### config.mk
export PLATFORM = sky130hd
export DESIGN_NAME = mem_stage_lsu
export DESIGN_NICKNAME = d
export VERILOG_FILES = /design/src/rtl/mem_stage_lsu.sv
export SDC_FILE = /design/constraint.sdc
export NUM_CORES = 1
export LEC_CHECK = 0
export BUFFER_PORTS_ARGS = -buffer_cell sky130_fd_sc_hd__buf_2
export CAP_MARGIN = 20
export CELL_PAD_IN_SITES_DETAIL_PLACEMENT = 1
export CELL_PAD_IN_SITES_GLOBAL_PLACEMENT = 2
export CORE_ASPECT_RATIO = 2
export CORE_MARGIN = 5
export CORE_UTILIZATION = 27
export CTS_BUF_LIST = sky130_fd_sc_hd__clkbuf_4 sky130_fd_sc_hd__clkbuf_8 sky130_fd_sc_hd__clkbuf_16
export DETAILED_ROUTE_END_ITERATION = 12
export PLACE_DENSITY = 0.87
export SKIP_LAST_GASP = 1
export SLEW_MARGIN = 10
export SYNTH_ARGS = -nofsm -noshare
export SYNTH_HDL_FRONTEND = slang
export SYNTH_SLANG_ARGS = --single-unit
export TNS_END_PERCENT = 30
### constraint.sdc
create_clock -name cpu_clk -period 1.8 [get_ports cpu_clk]
set_clock_uncertainty 0.2 [all_clocks]
set_input_delay 0.09 -clock cpu_clk [delete_from_list [all_inputs] [get_ports cpu_clk]]
set_output_delay 0.09 -clock cpu_clk [all_outputs]
set_load 0.03 [all_outputs]
### src/rtl/mem_stage_lsu.sv
// mem_stage_lsu: MEM-stage load/store unit with a req/ack bus handshake,
// byte/half/word lane steering, load extension, pipeline stall and error flags.
`default_nettype none

module mem_stage_lsu #(
  parameter int ADDR_W  = 32,
  parameter int TIMEOUT = 255,
  parameter int CNT_W   = 8
) (
  input  logic              cpu_clk,
  input  logic              cpu_rst,
  input  logic              mem_valid,
  input  logic              mem_wen,
  input  logic [1:0]        mem_size,
  input  logic              mem_unsigned,
  input  logic [ADDR_W-1:0] mem_addr,
  input  logic [31:0]       mem_wdata,
  output logic [31:0]       mem_rdata,
  output logic              mem_done,
  output logic              mem_err,
  output logic              mem_stall,
  output logic              Bus_req,
  output logic              Bus_wen,
  output logic [ADDR_W-1:0] Bus_addr,
  output logic [3:0]        Bus_be,
  output logic [31:0]       Bus_wdata,
  input  logic [31:0]       Bus_rdata,
  input  logic              Bus_ack
);

  typedef enum logic [1:0] {
    IDLE = 2'd0,
    REQ  = 2'd1,
    DONE = 2'd2
  } state_t;

  state_t              state;
  logic [CNT_W-1:0]    cnt;
  logic                wen_q;
  logic [1:0]          size_q;
  logic                uns_q;
  logic [ADDR_W-1:0]   addr_q;
  logic [31:0]         wdata_q;
  logic [31:0]         rdata_q;
  logic                err_q;

  logic                bad_access;
  logic [3:0]          be_w;
  logic [31:0]         wdata_w;
  logic                in_req;

  // Reserved size is treated the same as a misaligned access.
  always_comb begin
    bad_access = 1'b0;
    case (mem_size)
      2'b00:   bad_access = 1'b0;
      2'b01:   bad_access = mem_addr[0];
      2'b10:   bad_access = |mem_addr[1:0];
      default: bad_access = 1'b1;
    endcase
  end

  function automatic logic [31:0] fmt_load(input logic [31:0] d, input logic [1:0] sz,
                                           input logic uns, input logic [1:0] lane);
    logic [7:0]  b;
    logic [15:0] h;
    logic [31:0] r;
    b = d[{lane, 3'b000} +: 8];
    h = lane[1] ? d[31:16] : d[15:0];
    case (sz)
      2'b00:   r = {{24{b[7] & ~uns}}, b};
      2'b01:   r = {{16{h[15] & ~uns}}, h};
      default: r = d;
    endcase
    return r;
  endfunction

  always_ff @(posedge cpu_clk) begin
    if (cpu_rst) begin
      state   <= IDLE;
      cnt     <= '0;
      wen_q   <= 1'b0;
      size_q  <= 2'b00;
      uns_q   <= 1'b0;
      addr_q  <= '0;
      wdata_q <= '0;
      rdata_q <= '0;
      err_q   <= 1'b0;
    end else begin
      case (state)
        IDLE: begin
          cnt     <= '0;
          rdata_q <= '0;
          err_q   <= 1'b0;
          if (mem_valid) begin
            if (bad_access) begin
              err_q <= 1'b1;
              state <= DONE;
            end else begin
              wen_q   <= mem_wen;
              size_q  <= mem_size;
              uns_q   <= mem_unsigned;
              addr_q  <= mem_addr;
              wdata_q <= mem_wdata;
              state   <= REQ;
            end
          end
        end
        REQ: begin
          if (Bus_ack) begin
            rdata_q <= wen_q ? 32'h0 : fmt_load(Bus_rdata, size_q, uns_q, addr_q[1:0]);
            state   <= DONE;
          end else if (cnt == CNT_W'(TIMEOUT - 1)) begin
            // This is the TIMEOUT-th request cycle without an ack.
            err_q <= 1'b1;
            state <= DONE;
          end else begin
            cnt <= cnt + 1'b1;
          end
        end
        DONE: begin
          state <= IDLE;
        end
        default: begin
          state <= IDLE;
        end
      endcase
    end
  end

  always_comb begin
    be_w = 4'b0000;
    case (size_q)
      2'b00:   be_w = 4'b0001 << addr_q[1:0];
      2'b01:   be_w = addr_q[1] ? 4'b1100 : 4'b0011;
      default: be_w = 4'b1111;
    endcase
  end

  always_comb begin
    wdata_w = 32'h0;
    case (size_q)
      2'b00:   wdata_w = {4{wdata_q[7:0]}};
      2'b01:   wdata_w = {2{wdata_q[15:0]}};
      default: wdata_w = wdata_q;
    endcase
  end

  // Bus outputs are forced to zero outside a request so stale latched
  // values never appear on the bus.
  assign in_req    = (state == REQ);
  assign Bus_req   = in_req;
  assign Bus_wen   = in_req & wen_q;
  assign Bus_addr  = in_req ? {addr_q[ADDR_W-1:2], 2'b00} : '0;
  assign Bus_be    = in_req ? be_w : 4'b0000;
  assign Bus_wdata = in_req ? wdata_w : 32'h0;

  assign mem_done  = (state == DONE);
  assign mem_err   = mem_done & err_q;
  assign mem_rdata = (mem_done & ~err_q) ? rdata_q : 32'h0;
  assign mem_stall = mem_valid & (state != DONE);

endmodule

`default_nettype wire

# After elaboration in Yosys (flattened, before gate mapping)
# Cells that the tools add are included.
# op_classes
n_mux,26
addsub,1
eq_ne,13
reduce_logical,10
n_bitwise,9
n_shift,2
# op_table
cell,count
32-bit case mux with 2 select lines,3
32-bit two-way mux,5
32-bit by 6-bit indexed part select with 8-bit output,1
16-bit two-way mux,1
8-bit two-way mux,2
8-bit case mux with 2 select lines,1
"2-bit inequality test, second input constant",5
3-bit AND reduction,3
"8-bit by 1-bit adder with 8-bit output, second input constant",1
"8-bit == test, second input constant",1
2-bit two-way mux,4
4-bit two-way mux,2
4-bit case mux with 2 select lines,1
1-bit AND,6
"2-bit by 1-bit == test with 1-bit output, second input constant",3
2-bit zero test,3
"2-bit == test, second input constant",2
1-bit two-way mux,4
2-bit case mux with 2 select lines,1
2-bit AND reduction,2
"1-bit by 2-bit left shift with 4-bit output, first input constant",1
"3-bit by 2-bit inequality test with 1-bit output, second input constant",1
1-bit NOT,3
1-bit case mux with 3 select lines,1
other kinds (4),4
# word_totals
in_bits,104
reg_bits,111

# Logic depth before layout (Yosys ltp)
# depth
ltp_word,6
mapped_depth,7

# Worst setup path before layout
# No wires, ideal clock.
# synth_path
path_type,register to output
start,reg state[1]
end,out mem_rdata[10]
t_arrival_ns,1.823
required_ns,1.510
slack_ns,-0.313
path_stages_with_launch,6
path_buffers,2
path_cell_list,dfxtp_1 -> buf_6 -> nor2b_1 -> nor2b_1 -> clkbuf_1 -> and2_1
# synth_via
elab_chain_cells,3
# synth_rtl
element,line,source
start: declaration,37,state_t state;
start signal: assignment,80,state <= IDLE;
start signal: assignment,98,state <= DONE;
start signal: assignment,105,state <= REQ;
2-bit == test,158,assign mem_done = (state == DONE);
via mem_done,19,"output logic mem_done,"
1-bit AND,160,assign mem_rdata = (mem_done & ~err_q) ? rdata_q : 32'h0;
32-bit two-way mux,160,
end: declaration,18,"output logic [31:0] mem_rdata,"
# The timed path passes the listed nets, and every way through them passes these cells.

# Worst setup path in the final report
# layout_path
start,reg state[1]
end,out mem_rdata[23]
# layout_via
elab_chain_cells,3
# layout_rtl
element,line
2-bit == test,158
1-bit AND,160
32-bit two-way mux,160
# Every way passes these cells.

==> out/results.tsv <==
stage	metric	value	unit
run_status	status	finished, violations left	
run_status	failing checks	negative setup slack	
drt	total wire length	24800	um
setup_path	Req. time, crit path	1510	ps
layout	Finished Layout Cells	1303	
floorplan	core area	0.0231	mm^2
timing	Max Fclk	503	MHz
placed_design	Post-Place Cells	1176	
yosys	synth cell count leaders	139 x nand2b_1, 111 x dfxtp_1, 86 x mux2i_1	
clocking	Root Driver	clkbuf_16	
yosys	multiplexer share of the synthesized area	15.3	%
layout	share of layout cells above drive strength 1	35.2	%
power	Tot Pwr	6.23	mW
timing	minimum clock period	1990	ps
global_routing	largest net degree at the start of global routing	133	
setup_path	Top delay family on crit path	buffers and inverters	
floorplan	initial core utilization	27.3	%
setup_path	WP data arrival	1700	ps
yosys	Post-Synth XOR/XNOR Area	0.139	%
setup_path	slowest CP cell	dfxtp_2	
floorplan	FP Rows	79	
setup_path	CP Class	reg2out	
drt	Vias/cell	4.90	
power	sequential power share	42.7	%
power	switching share of power	27.8	%
clocking	clk buf depth	2	
layout	fillcell total	2675	
timing	Hold Vio Cnt, Final	0	
yosys	cell taking the most area after synthesis	dfxtp_1	
yosys	largest family of logic cells by synthesized area	simple AND/OR/NAND/NOR gates	
clocking	CTS tree	built	
yosys	Post-synth EDFFs	0	
power	peak supply drop	0.589	mV
drt	WL/cell	19.0	um
yosys	yosys warns	0	
setup_path	CP max stage delay	350	ps
timing	RSZ-0062 raised after global routing	yes	
timing	Setup WS post-layout	-188	ps
global_routing	initial antenna violation count	3	
clocking	CTS buffer count	9	
yosys	Simple-Gate Fraction of Synth Area	30.1	%
yosys	Yosys reg bits	111	
hold_path	HP Class	in2reg	
drt	DR top layer	met5	
yosys	Distinct cells, synth	52	
yosys	ranking of synthesized cells by area	dfxtp_1 35%, nand2b_1 14%, mux2i_1 14%	
placed_design	Port Buf Inserts	206	
global_routing	first-pass GRT wire length	38800	um
placed_design	routability congestion estimate	0.807	
drt	Detail Route met3 WL	1110	um
power	Net Sw Power	1.73	mW
yosys	Synth top area share	35.3	%
clocking	H-tree depth	3	
floorplan	die width	118	um
setup_path	crit path buf inv count	4	
setup_path	Setup crit end kind	output port	
power	internal power	4.49	mW
timing	Slew HR	60.2	%
global_routing	Global Route Usage Sum	18.3	%
layout	fin nets	1121	
timing	max-slew violation count	0	
setup_path	crit path cell chain	buf_6 > nor2b_4 > nor2b_4 > buf_12 > buf_16 > and2_4 > buf_6	
clocking	clk slew on worst S/H paths	70	ps
yosys	top_reg_cell synth	dfxtp_1	
drt	total number of vias	6381	
clocking	clock latency on the worst-skew pair	370	ps
yosys	post-synthesis compound-gate area fraction	13.2	%
yosys	register area share after synthesis	35.3	%
yosys	synthesized cell area	0.00630	mm^2
timing	final setup fails	177	
drt	drt initial violations	261	
placed_design	DP HPWL	16500	um
timing	Final period util	110	%
drt	WL met2	13700	um
power	Clock power frac	35.7	%
drt	Metal-1 WL	8820	um
yosys	most common cell in the netlist	nand2b_1	
timing	Worst Tran Pin Value	595	ps
global_routing	vias in the first global route	7080	
drt	# DRC	0	
drt	DRT Pass-1 Iters	5	
power	Gate power share	21.6	%
power	Cell Pwr Density	628	mW/mm^2
setup_path	CP Launch Type	register	
yosys	synthesized area per cell	8.95	um^2
drt	Antenna Nets Post-Route	0	
clocking	CTS sink cnt	111	
yosys	Post-Synth Adder-Cell Area	0.397	%
layout	Area Overhead vs Synth	57.2	%
floorplan	chip height	226	um
global_routing	total grt overflow	0	
floorplan	num ports	209	
yosys	share of flip-flops with an asynchronous set or reset	0	%
power	static leakage	3.97	nW
flow_run	max-cap viol count	0	
setup_path	Critical Path Fanout Max	8	
timing	Setup TNS	-13030	ps
floorplan	Die Area	0.0267	mm^2
yosys	Mapped Cells	704	
[per-stage QoR]
step / setup slack (ps) / cell area (um^2) / utilization (%) / hold slack [ps]
final: -188 / 9910 / 42.8 / 41.6
after global routing: -285 / 9910 / 42.8 / 41.6
after global placement: -4.02 / 7840 / 33.9 / 128
after CTS: -208 / 9640 / 41.7 / 19.5
after floorplan: -78.0 / 6310 / - / 27.9
after detailed placement: -30.5 / 7840 / 33.9 / 137
[layer usage]
layer / track usage, % / vias to the layer above
li1: - / 3038
met4: 9.63 / 6
met3: 4.36 / 62
met1: 17.9 / 3091
met2: 35.1 / 184
met5: 0 / -
[placed cells by master (no fill, tap or decap), types with 28 or more instances in the layout]
cell type and n:
nand2_1 28, buf_6 29, buf_2 115, buf_4 100
nor2_1 36, dfxtp_1 105, nand2b_1 138, dlygate4sd3_1 95
mux2i_1 82, and2_1 60
[repair_timing]
item,CTS,global route
buffers inserted,7,6
gates resized for setup,126,76
pin swaps,4,16
hold buffers,95,0
gates cloned,4,0
endpoints found under the setup margin,119,200
endpoints found under the hold margin,97,0
[registers in the layout (all words and copies together), names as in the netlist]
name     flops
addr_q      32
rdata_q     32
wdata_q     32
cnt          8
size_q       2
state        2
err_q        1
uns_q        1
wen_q        1
[logic make-up (layout without fill, tap and decap cells)]
group	Yosys count	count (layout)
simple gates	325	325
flops	111	111
compound gates	102	102
mux	95	95
buf+inv	67	381
fa+ha+maj	2	2
other cells	1	3
xor+xnor	1	1
[power by group through the flow]
stage	sequential (mW)	combinational (mW)	clock (mW)
CTS	2.65	1.32	2.33
finish	2.66	1.35	2.22
detailed placement	2.70	1.04	0
global placement	2.70	1.02	0
floorplan	2.67	0.657	0
global route	2.67	1.46	2.41
[final timing paths]
kind           startpoint       endpoint  slack [ps]  cells after the start
max              state[1]  mem_rdata[23]        -190                      7
min          Bus_rdata[9]     rdata_q[9]          40                      3
max reg2reg      state[1]         cnt[4]        -130                      8
min reg2reg    rdata_q[3]     rdata_q[3]         260                      1
[worst min-delay path: cells and delay by family]
family	cells	cell delay (ps)
AO/OA/AOI/OAI	2	360
buffers and inverters	1	110
[final cells by class]
cell class	instances	area, um^2	share of cell area (%)
clock inverter	5	81.3	0.821
tap	283	354	3.57
antenna	1	2.50	0.0253
clock buffer	10	233	2.35
multi-input combinational	527	3950	39.9
timing repair buffer	359	3020	30.5
inverter	7	31.3	0.316
sequential	111	2230	22.6
Note: power is estimated with default switching activity, not from simulation.
